===== src/rtl/wb_dvp_pkg.sv =====
// Shared definitions for the Wishbone DVP transmitter: register map, bit positions,
// FSM state encoding and the test-pattern pixel function.
package wb_dvp_pkg;

  localparam logic [3:0] ADR_CTRL   = 4'h0;
  localparam logic [3:0] ADR_STATUS = 4'h4;
  localparam logic [3:0] ADR_DATA   = 4'h8;
  localparam logic [3:0] ADR_POS    = 4'hC;

  localparam int CTRL_START   = 0;
  localparam int CTRL_BUSY    = 0;
  localparam int CTRL_PATTERN = 1;

  localparam int STS_FULL      = 0;
  localparam int STS_EMPTY     = 1;
  localparam int STS_UNDERRUN  = 2;
  localparam int STS_FDONE     = 3;
  localparam int STS_OVERFLOW  = 4;
  localparam int STS_LEVEL_LSB = 8;

  typedef enum logic [2:0] {
    S_IDLE   = 3'd0,
    S_VSYNC  = 3'd1,
    S_VBACK  = 3'd2,
    S_LINE   = 3'd3,
    S_HBLANK = 3'd4,
    S_DONE   = 3'd5
  } dvp_state_e;

  function automatic logic [7:0] pattern_pixel(input logic [15:0] pix, input logic [15:0] line);
    return pix[7:0] ^ line[7:0];
  endfunction

endpackage


===== src/rtl/dvp_tx_fifo.sv =====
// Pixel FIFO: registered storage with a combinational read of the head entry.
// A push into a full FIFO is accepted only when a pop frees a slot in the same cycle.
module dvp_tx_fifo
  import wb_dvp_pkg::*;
#(
  parameter int DEPTH = 16
) (
  input  logic                     clk,
  input  logic                     reset,
  input  logic                     push_i,
  input  logic [7:0]               din_i,
  input  logic                     pop_i,
  output logic [7:0]               dout_o,
  output logic                     full_o,
  output logic                     empty_o,
  output logic [$clog2(DEPTH):0]   level_o
);

  localparam int AW = $clog2(DEPTH);
  localparam int LW = AW + 1;

  logic [7:0]    mem_q [DEPTH];
  logic [AW-1:0] wptr_q;
  logic [AW-1:0] rptr_q;
  logic [LW-1:0] level_q;
  logic          do_push_s;
  logic          do_pop_s;

  assign full_o    = (level_q == LW'(DEPTH));
  assign empty_o   = (level_q == '0);
  assign level_o   = level_q;
  assign dout_o    = mem_q[rptr_q];
  assign do_pop_s  = pop_i && !empty_o;
  assign do_push_s = push_i && (!full_o || do_pop_s);

  always_ff @(posedge clk) begin
    if (do_push_s) begin
      mem_q[wptr_q] <= din_i;
    end
  end

  always_ff @(posedge clk) begin
    if (reset) begin
      wptr_q  <= '0;
      rptr_q  <= '0;
      level_q <= '0;
    end else begin
      if (do_push_s) wptr_q <= wptr_q + AW'(1);
      if (do_pop_s)  rptr_q <= rptr_q + AW'(1);
      case ({do_push_s, do_pop_s})
        2'b10:   level_q <= level_q + LW'(1);
        2'b01:   level_q <= level_q - LW'(1);
        default: level_q <= level_q;
      endcase
    end
  end

endmodule


===== src/rtl/wb_dvp_tx.sv =====
// Wishbone-controlled DVP transmitter: replays FIFO bytes (or an XOR test pattern)
// as a camera-style vsync/href/data stream clocked by a divided pixel clock.
module wb_dvp_tx
  import wb_dvp_pkg::*;
#(
  parameter int H_ACTIVE   = 160,
  parameter int V_ACTIVE   = 120,
  parameter int H_BLANK    = 16,
  parameter int VSYNC_LEN  = 8,
  parameter int V_BACK     = 8,
  parameter int PCLK_HALF  = 2,
  parameter int FIFO_DEPTH = 16
) (
  input  logic        clk,
  input  logic        reset,
  input  logic        wb_stb_i,
  input  logic        wb_cyc_i,
  input  logic        wb_we_i,
  input  logic [31:0] wb_adr_i,
  input  logic [3:0]  wb_sel_i,
  input  logic [31:0] wb_dat_i,
  output logic [31:0] wb_dat_o,
  output logic        wb_ack_o,
  output logic        dvp_pclk,
  output logic        dvp_vsync,
  output logic        dvp_href,
  output logic [7:0]  dvp_data
);

  localparam int LVL_W = $clog2(FIFO_DEPTH) + 1;
  localparam int DIV_W = (PCLK_HALF > 1) ? $clog2(PCLK_HALF) : 1;

  logic             ack_q, ack_d;
  logic [31:0]      dat_q, dat_d, rdata_s;
  logic             pat_q, pat_d;
  logic             under_q, under_d, fdone_q, fdone_d, ovf_q, ovf_d;
  logic             pclk_q;
  logic [DIV_W-1:0] div_q;
  dvp_state_e       state_q, state_d;
  logic [15:0]      ph_q, ph_d, pix_q, pix_d, line_q, line_d;
  logic             vsync_q, vsync_d, href_q, href_d;
  logic [7:0]       data_q, data_d;
  logic             armed_q, armed_d, pat_act_q, pat_act_d;
  logic             req_s, wr_s, wr_ctrl_s, wr_status_s, push_s, start_s, busy_s, tick_s;
  logic             emit_s, pop_s, under_set_s, fdone_set_s, ovf_set_s;
  logic [7:0]       fifo_dout_s;
  logic             fifo_full_s, fifo_empty_s;
  logic [LVL_W-1:0] fifo_level_s;
  logic             unused_s;

  assign unused_s    = ^{wb_sel_i, wb_adr_i[31:4], wb_dat_i[31:8]};
  assign req_s       = wb_stb_i & wb_cyc_i;
  assign wr_s        = req_s & ack_q & wb_we_i;
  assign wr_ctrl_s   = wr_s && (wb_adr_i[3:0] == ADR_CTRL);
  assign wr_status_s = wr_s && (wb_adr_i[3:0] == ADR_STATUS);
  assign push_s      = wr_s && (wb_adr_i[3:0] == ADR_DATA);
  assign start_s     = wr_ctrl_s & wb_dat_i[CTRL_START];
  assign busy_s      = (state_q != S_IDLE) | armed_q;
  assign tick_s      = pclk_q && (div_q == DIV_W'(PCLK_HALF - 1));
  assign ovf_set_s   = push_s & fifo_full_s & ~pop_s;

  assign wb_ack_o  = req_s & ack_q;
  assign wb_dat_o  = dat_q;
  assign dvp_pclk  = pclk_q;
  assign dvp_vsync = vsync_q;
  assign dvp_href  = href_q;
  assign dvp_data  = data_q;

  dvp_tx_fifo #(.DEPTH(FIFO_DEPTH)) u_fifo (
    .clk     (clk),
    .reset   (reset),
    .push_i  (push_s),
    .din_i   (wb_dat_i[7:0]),
    .pop_i   (pop_s),
    .dout_o  (fifo_dout_s),
    .full_o  (fifo_full_s),
    .empty_o (fifo_empty_s),
    .level_o (fifo_level_s)
  );

  // Read data is captured in the request cycle so it is presented exactly with ack.
  always_comb begin
    rdata_s = 32'h0;
    case (wb_adr_i[3:0])
      ADR_CTRL: begin
        rdata_s[CTRL_BUSY]    = busy_s;
        rdata_s[CTRL_PATTERN] = pat_q;
      end
      ADR_STATUS: begin
        rdata_s[STS_FULL]     = fifo_full_s;
        rdata_s[STS_EMPTY]    = fifo_empty_s;
        rdata_s[STS_UNDERRUN] = under_q;
        rdata_s[STS_FDONE]    = fdone_q;
        rdata_s[STS_OVERFLOW] = ovf_q;
        rdata_s[STS_LEVEL_LSB +: 8] = 8'(fifo_level_s);
      end
      ADR_POS: rdata_s = {line_q, pix_q};
      default: rdata_s = 32'h0;
    endcase
    ack_d   = req_s & ~ack_q;
    dat_d   = (req_s & ~ack_q & ~wb_we_i) ? rdata_s : 32'h0;
    pat_d   = wr_ctrl_s ? wb_dat_i[CTRL_PATTERN] : pat_q;
    under_d = under_set_s | (under_q & ~(wr_status_s & wb_dat_i[STS_UNDERRUN]));
    fdone_d = fdone_set_s | (fdone_q & ~(wr_status_s & wb_dat_i[STS_FDONE]));
    ovf_d   = ovf_set_s | (ovf_q & ~(wr_status_s & wb_dat_i[STS_OVERFLOW]));
  end

  always_ff @(posedge clk) begin
    if (reset) begin
      ack_q   <= 1'b0;
      dat_q   <= 32'h0;
      pat_q   <= 1'b0;
      under_q <= 1'b0;
      fdone_q <= 1'b0;
      ovf_q   <= 1'b0;
    end else begin
      ack_q   <= ack_d;
      dat_q   <= dat_d;
      pat_q   <= pat_d;
      under_q <= under_d;
      fdone_q <= fdone_d;
      ovf_q   <= ovf_d;
    end
  end

  always_ff @(posedge clk) begin
    if (reset) begin
      pclk_q <= 1'b0;
      div_q  <= '0;
    end else if (div_q == DIV_W'(PCLK_HALF - 1)) begin
      pclk_q <= ~pclk_q;
      div_q  <= '0;
    end else begin
      div_q  <= div_q + DIV_W'(1);
    end
  end

  // Frame sequencer: everything advances only on a pixel tick (pclk falling).
  always_comb begin
    state_d     = state_q;
    ph_d        = ph_q;
    pix_d       = pix_q;
    line_d      = line_q;
    vsync_d     = vsync_q;
    href_d      = href_q;
    data_d      = data_q;
    armed_d     = armed_q;
    pat_act_d   = pat_act_q;
    emit_s      = 1'b0;
    fdone_set_s = 1'b0;
    if (start_s && !busy_s) begin
      armed_d   = 1'b1;
      pat_act_d = wb_dat_i[CTRL_PATTERN];
    end else begin
      armed_d   = armed_q;
    end
    if (tick_s) begin
      case (state_q)
        S_IDLE: begin
          if (armed_q) begin
            state_d = S_VSYNC;
            vsync_d = 1'b1;
            ph_d    = 16'd0;
            armed_d = 1'b0;
          end else begin
            state_d = S_IDLE;
          end
        end
        S_VSYNC: begin
          if (ph_q == 16'(VSYNC_LEN - 1)) begin
            state_d = S_VBACK;
            vsync_d = 1'b0;
            ph_d    = 16'd0;
          end else begin
            ph_d    = ph_q + 16'd1;
          end
        end
        S_VBACK: begin
          if (ph_q == 16'(V_BACK - 1)) begin
            state_d = S_LINE;
            pix_d   = 16'd0;
            line_d  = 16'd0;
            emit_s  = 1'b1;
          end else begin
            ph_d    = ph_q + 16'd1;
          end
        end
        S_LINE: begin
          if (pix_q == 16'(H_ACTIVE - 1)) begin
            state_d = S_HBLANK;
            href_d  = 1'b0;
            data_d  = 8'h00;
            ph_d    = 16'd0;
          end else begin
            pix_d   = pix_q + 16'd1;
            emit_s  = 1'b1;
          end
        end
        S_HBLANK: begin
          if (ph_q != 16'(H_BLANK - 1)) begin
            ph_d    = ph_q + 16'd1;
          end else if (line_q == 16'(V_ACTIVE - 1)) begin
            state_d = S_DONE;
          end else begin
            state_d = S_LINE;
            line_d  = line_q + 16'd1;
            pix_d   = 16'd0;
            emit_s  = 1'b1;
          end
        end
        S_DONE: begin
          state_d     = S_IDLE;
          fdone_set_s = 1'b1;
        end
        default: begin
          state_d = S_IDLE;
          vsync_d = 1'b0;
          href_d  = 1'b0;
          data_d  = 8'h00;
        end
      endcase
    end else begin
      state_d = state_q;
    end
    pop_s       = emit_s & ~pat_act_q;
    under_set_s = emit_s & ~pat_act_q & fifo_empty_s;
    if (emit_s) begin
      href_d = 1'b1;
      data_d = pat_act_q ? pattern_pixel(pix_d, line_d) : (fifo_empty_s ? 8'h00 : fifo_dout_s);
    end else begin
      href_d = href_d;
    end
  end

  always_ff @(posedge clk) begin
    if (reset) begin
      state_q   <= S_IDLE;
      ph_q      <= 16'd0;
      pix_q     <= 16'd0;
      line_q    <= 16'd0;
      vsync_q   <= 1'b0;
      href_q    <= 1'b0;
      data_q    <= 8'h00;
      armed_q   <= 1'b0;
      pat_act_q <= 1'b0;
    end else begin
      state_q   <= state_d;
      ph_q      <= ph_d;
      pix_q     <= pix_d;
      line_q    <= line_d;
      vsync_q   <= vsync_d;
      href_q    <= href_d;
      data_q    <= data_d;
      armed_q   <= armed_d;
      pat_act_q <= pat_act_d;
    end
  end

endmodule

===== config.mk =====
export PLATFORM = sky130hd
export DESIGN_NAME = wb_dvp_tx
export DESIGN_NICKNAME = d
export VERILOG_FILES = /design/src/rtl/wb_dvp_pkg.sv /design/src/rtl/dvp_tx_fifo.sv /design/src/rtl/wb_dvp_tx.sv
export SDC_FILE = /design/constraint.sdc
export NUM_CORES = 1
export LEC_CHECK = 0
export ABC_AREA = 1
export CELL_PAD_IN_SITES_DETAIL_PLACEMENT = 1
export CELL_PAD_IN_SITES_GLOBAL_PLACEMENT = 2
export CORE_MARGIN = 2
export CORE_UTILIZATION = 35
export CTS_BUF_LIST = sky130_fd_sc_hd__clkbuf_4 sky130_fd_sc_hd__clkbuf_8
export CTS_CLUSTER_DIAMETER = 80
export CTS_CLUSTER_SIZE = 16
export DETAILED_ROUTE_END_ITERATION = 12
export GPL_TIMING_DRIVEN = 0
export HOLD_SLACK_MARGIN = 0.12
export PLACE_DENSITY_LB_ADDON = 0.12
export SETUP_SLACK_MARGIN = 0.1
export SLEW_MARGIN = 20
export SYNTH_ARGS = -nofsm -noshare
export SYNTH_HDL_FRONTEND = slang
export SYNTH_SLANG_ARGS = --single-unit

===== constraint.sdc =====
create_clock -name clk -period 5.8 [get_ports clk]
set_input_delay 0.87 -clock clk [delete_from_list [all_inputs] [get_ports clk]]
set_output_delay 0.87 -clock clk [all_outputs]
set_load 0.02 [all_outputs]

==> qor.csv <==
metric,value,unit
cts_hold_buf,0,
worstPathMaxFanout,8,
start_util,0.353,
synthAdderAreaFrac,0.0142,
ant_nets,0,
placed_cell_area,0.0122,mm2
ff2ff_setup_slack,2440,ps
totalWireLength,34.2,mm
synthXorXnorAreaFrac,0.0134,
hold_depth,2,
crit_type,reg2reg,
maxSlewHeadroom,0.259,
cp_cell_sequence,ha_1 -> nand2_1 -> inv_1 -> nand2_1 -> nor2_1 -> nand2_1 -> nand2_2 -> nand2_4 -> nand2_4 -> nor2_8 -> nand2_4 -> nand2_4 -> nand2_4 -> inv_4 -> nand2_1 -> nor2_1,
yosysTopAreaCell,edfxtp_1,
synthToLayoutAreaGrowth,14.1,%
final_nets,1426,
hpwl,24.7,mm
whs_endpoint,wb_dat_o[15]$_SDFF_PP0_,
dr.pass1.iters,5,
fin_util,0.403,
coreArea,0.0314,mm2
antennaDiodeCount,0,
grt_usage,0.209,
root_buffer,clkbuf_8,
final_cell_mix,"235 x nand2_1, 214 x nor2_1, 128 x edfxtp_1",
stdcell_count,1757,
io_pins,117,
post-place-cells,1721,
grt_max_degree,19,
crit_path_end_kind,flop,
die_w,182,um
hold_viol,0,
required,5990,ps
synth-compound-area-share,0.106,
antenna_found_initial,1,
cap_violations,0,
cts_setup_buffers,0,
worstMarginPinSlew,1110,ps
arrival,3540,ps
ctsLongestPathBuffers,3,
yosys-mux-area-fraction,0,
synth_simple_gate_area_frac,0.248,
max_freq,298,MHz
syn_area,0.0111,mm2
synth-seq-area-share,0.561,
htreeDepth,1,
layout_commonest_cell,nand2_1,
synth_edf_count,128,
power_density,245,mW/mm2
numCtsBuffers,20,
clk_pin_slew_worst_paths,110,ps
rsz0062_at_grt,false,
synth_nets,1345,
p_leak,4.36,nW
fin_crit_sh,0.579,
synth_top_family_by_area,simple AND/OR/NAND/NOR gates,
cts_tree,yes,
slew_viol_final,0,
ys_types,52,
finalSetupViolCount,0,
path_common_cell,nand2_4,
io_buffers,59,
regToRegEndpoint,u_fifo.mem_q[1][7]$_DFFE_PP_,
route.vias.total,8920,
min_period,3360,ps
dieHeight,182,um
timing.hold.ws,466,ps
reg2reg_depth,16,
first_global_vias,9004,
grt-ovfl-total,0,
min_path_type,reg2reg,
drcViolationCount,0,
die_area,0.0331,mm2
vdd_drop_max,143,uV
place_congestion,0.801,
post_drt_via_cell_ratio,5.08,
status,finished clean,
synth-seq-cells,247,
avgSynthCellArea,8.80,um2
drive_above_1_share,0.0745,
setup.worst_path.start_class,flop,
synthCells,1260,
slowest_delay,850,ps
skew,26.2,ps
cts.sinks,247,
reg2reg_from,line_q[0]$_SDFF_PP0_,
ys_warn_count,0,
ys.flop_type,edfxtp_1,
grt_pass1_wl,53.3,mm
synth_top_area_frac,0.347,
rows,65,
cts_resized,0,
synthTopCellsByArea,"edfxtp_1 35%, dfxtp_1 21%, nand2_1 8.0%",
tns,0,ps
min_from,pix_q[15]$_SDFFE_PP0P_,
clkLatencyLatePin,570,ps
async_reset_ff_frac,0,
critPathSlowestCell,nor2_1,
routedWlPerCell,19.5,um
stdcell_area,0.0127,mm2
drt_iter0_markers,507,
## kinds of logic after synthesis
logic type	Yosys count
flip-flops	247
AND/OR/NAND/NOR	616
AO/OA/AOI/OAI	211
adder cells (fa/ha/maj)	12
XOR/XNOR	17
buffers and inverters	157
## critical path: cells and delay by family, from the launching register on
family                     cells  cell delay [ps]
and+or+nand+nor               13             2130
DFF                            1              390
adders and majority gates      1              290
buffers and inverters          2              150
## through the flow
step           worst slack, ps  total power [mW]
2_1_floorplan             2640              1.92
3_3_place_gp              1890              1.97
3_5_place_dp              1870              1.97
4_1_cts                   2330              3.13
5_1_grt                   2210              3.19
6_report                  2440              3.10
## synthesized netlist by cell type (all sizes together), types with 5 or more instances
| library cell | number |
|---|---|
| nand2 | 254 |
| o22ai | 9 |
| nand3 | 83 |
| buf | 9 |
| nand4 | 13 |
| ha | 11 |
| clkbuf | 32 |
| o211ai | 12 |
| edfxtp | 128 |
| xor2 | 14 |
| nor3 | 27 |
| nor4 | 5 |
| inv | 115 |
| nor2 | 224 |
| o221ai | 7 |
| dfxtp | 119 |
| o21ai | 112 |
| a21oi | 56 |
## per-layer routing
metal / GRT usage / wire [um] / vias to the layer above
met5: 0 / 0 / -
met4: 0.0432 / 524 / 0
met3: 0.0249 / 1600 / 38
met2: 0.325 / 14800 / 170
met1: 0.313 / 17200 / 4327
li1: - / - / 4385
## flip-flops by register name, summed over array words and instances (netlist names), named ones only
name / count
ovf_q: 1
pat_act_q: 1
fdone_q: 1
u_fifo.wptr_q: 4
u_fifo.level_o: 5
line_q: 16
armed_q: 1
wb_dat_o: 32
u_fifo.rptr_q: 4
ack_q: 1
under_q: 1
div_q: 1
state_q: 3
dvp_href: 1
pix_q: 16
ph_q: 16
dvp_vsync: 1
pat_q: 1
dvp_data: 8
u_fifo.mem_q: 128
dvp_pclk: 1
## layout make-up
type,instances,area [um2]
buffer,41,180
clock buffer,30,357
clock inverter,6,114
fill,3706,18700
inverter,116,444
multi-input combinational,856,4240
sequential,247,6230
tap,402,503
timing repair buffer,59,591
## how the worst max path moves through the flow
stage,from,to
final,line_q[0]$_SDFF_PP0_,u_fifo.mem_q[1][7]$_DFFE_PP_
after global routing,line_q[0]$_SDFF_PP0_,u_fifo.mem_q[1][7]$_DFFE_PP_
after CTS,line_q[0]$_SDFF_PP0_,u_fifo.mem_q[0][7]$_DFFE_PP_
after detailed placement,wb_cyc_i,u_fifo.mem_q[0][1]$_DFFE_PP_
after global placement,wb_stb_i,u_fifo.mem_q[0][6]$_DFFE_PP_
after floorplan,wb_stb_i,u_fifo.level_o[4]$_SDFFE_PP0P_
## power breakdown
part / total (mW) / internal (mW) / switching, mW
registers: 1.84 / 1.84 / 0.00339
clock network: 1.16 / 0.536 / 0.626
logic: 0.0945 / 0.0249 / 0.0696
total: 3.10 / 2.40 / 0.699
Note: power is estimated with default switching activity, not from simulation.
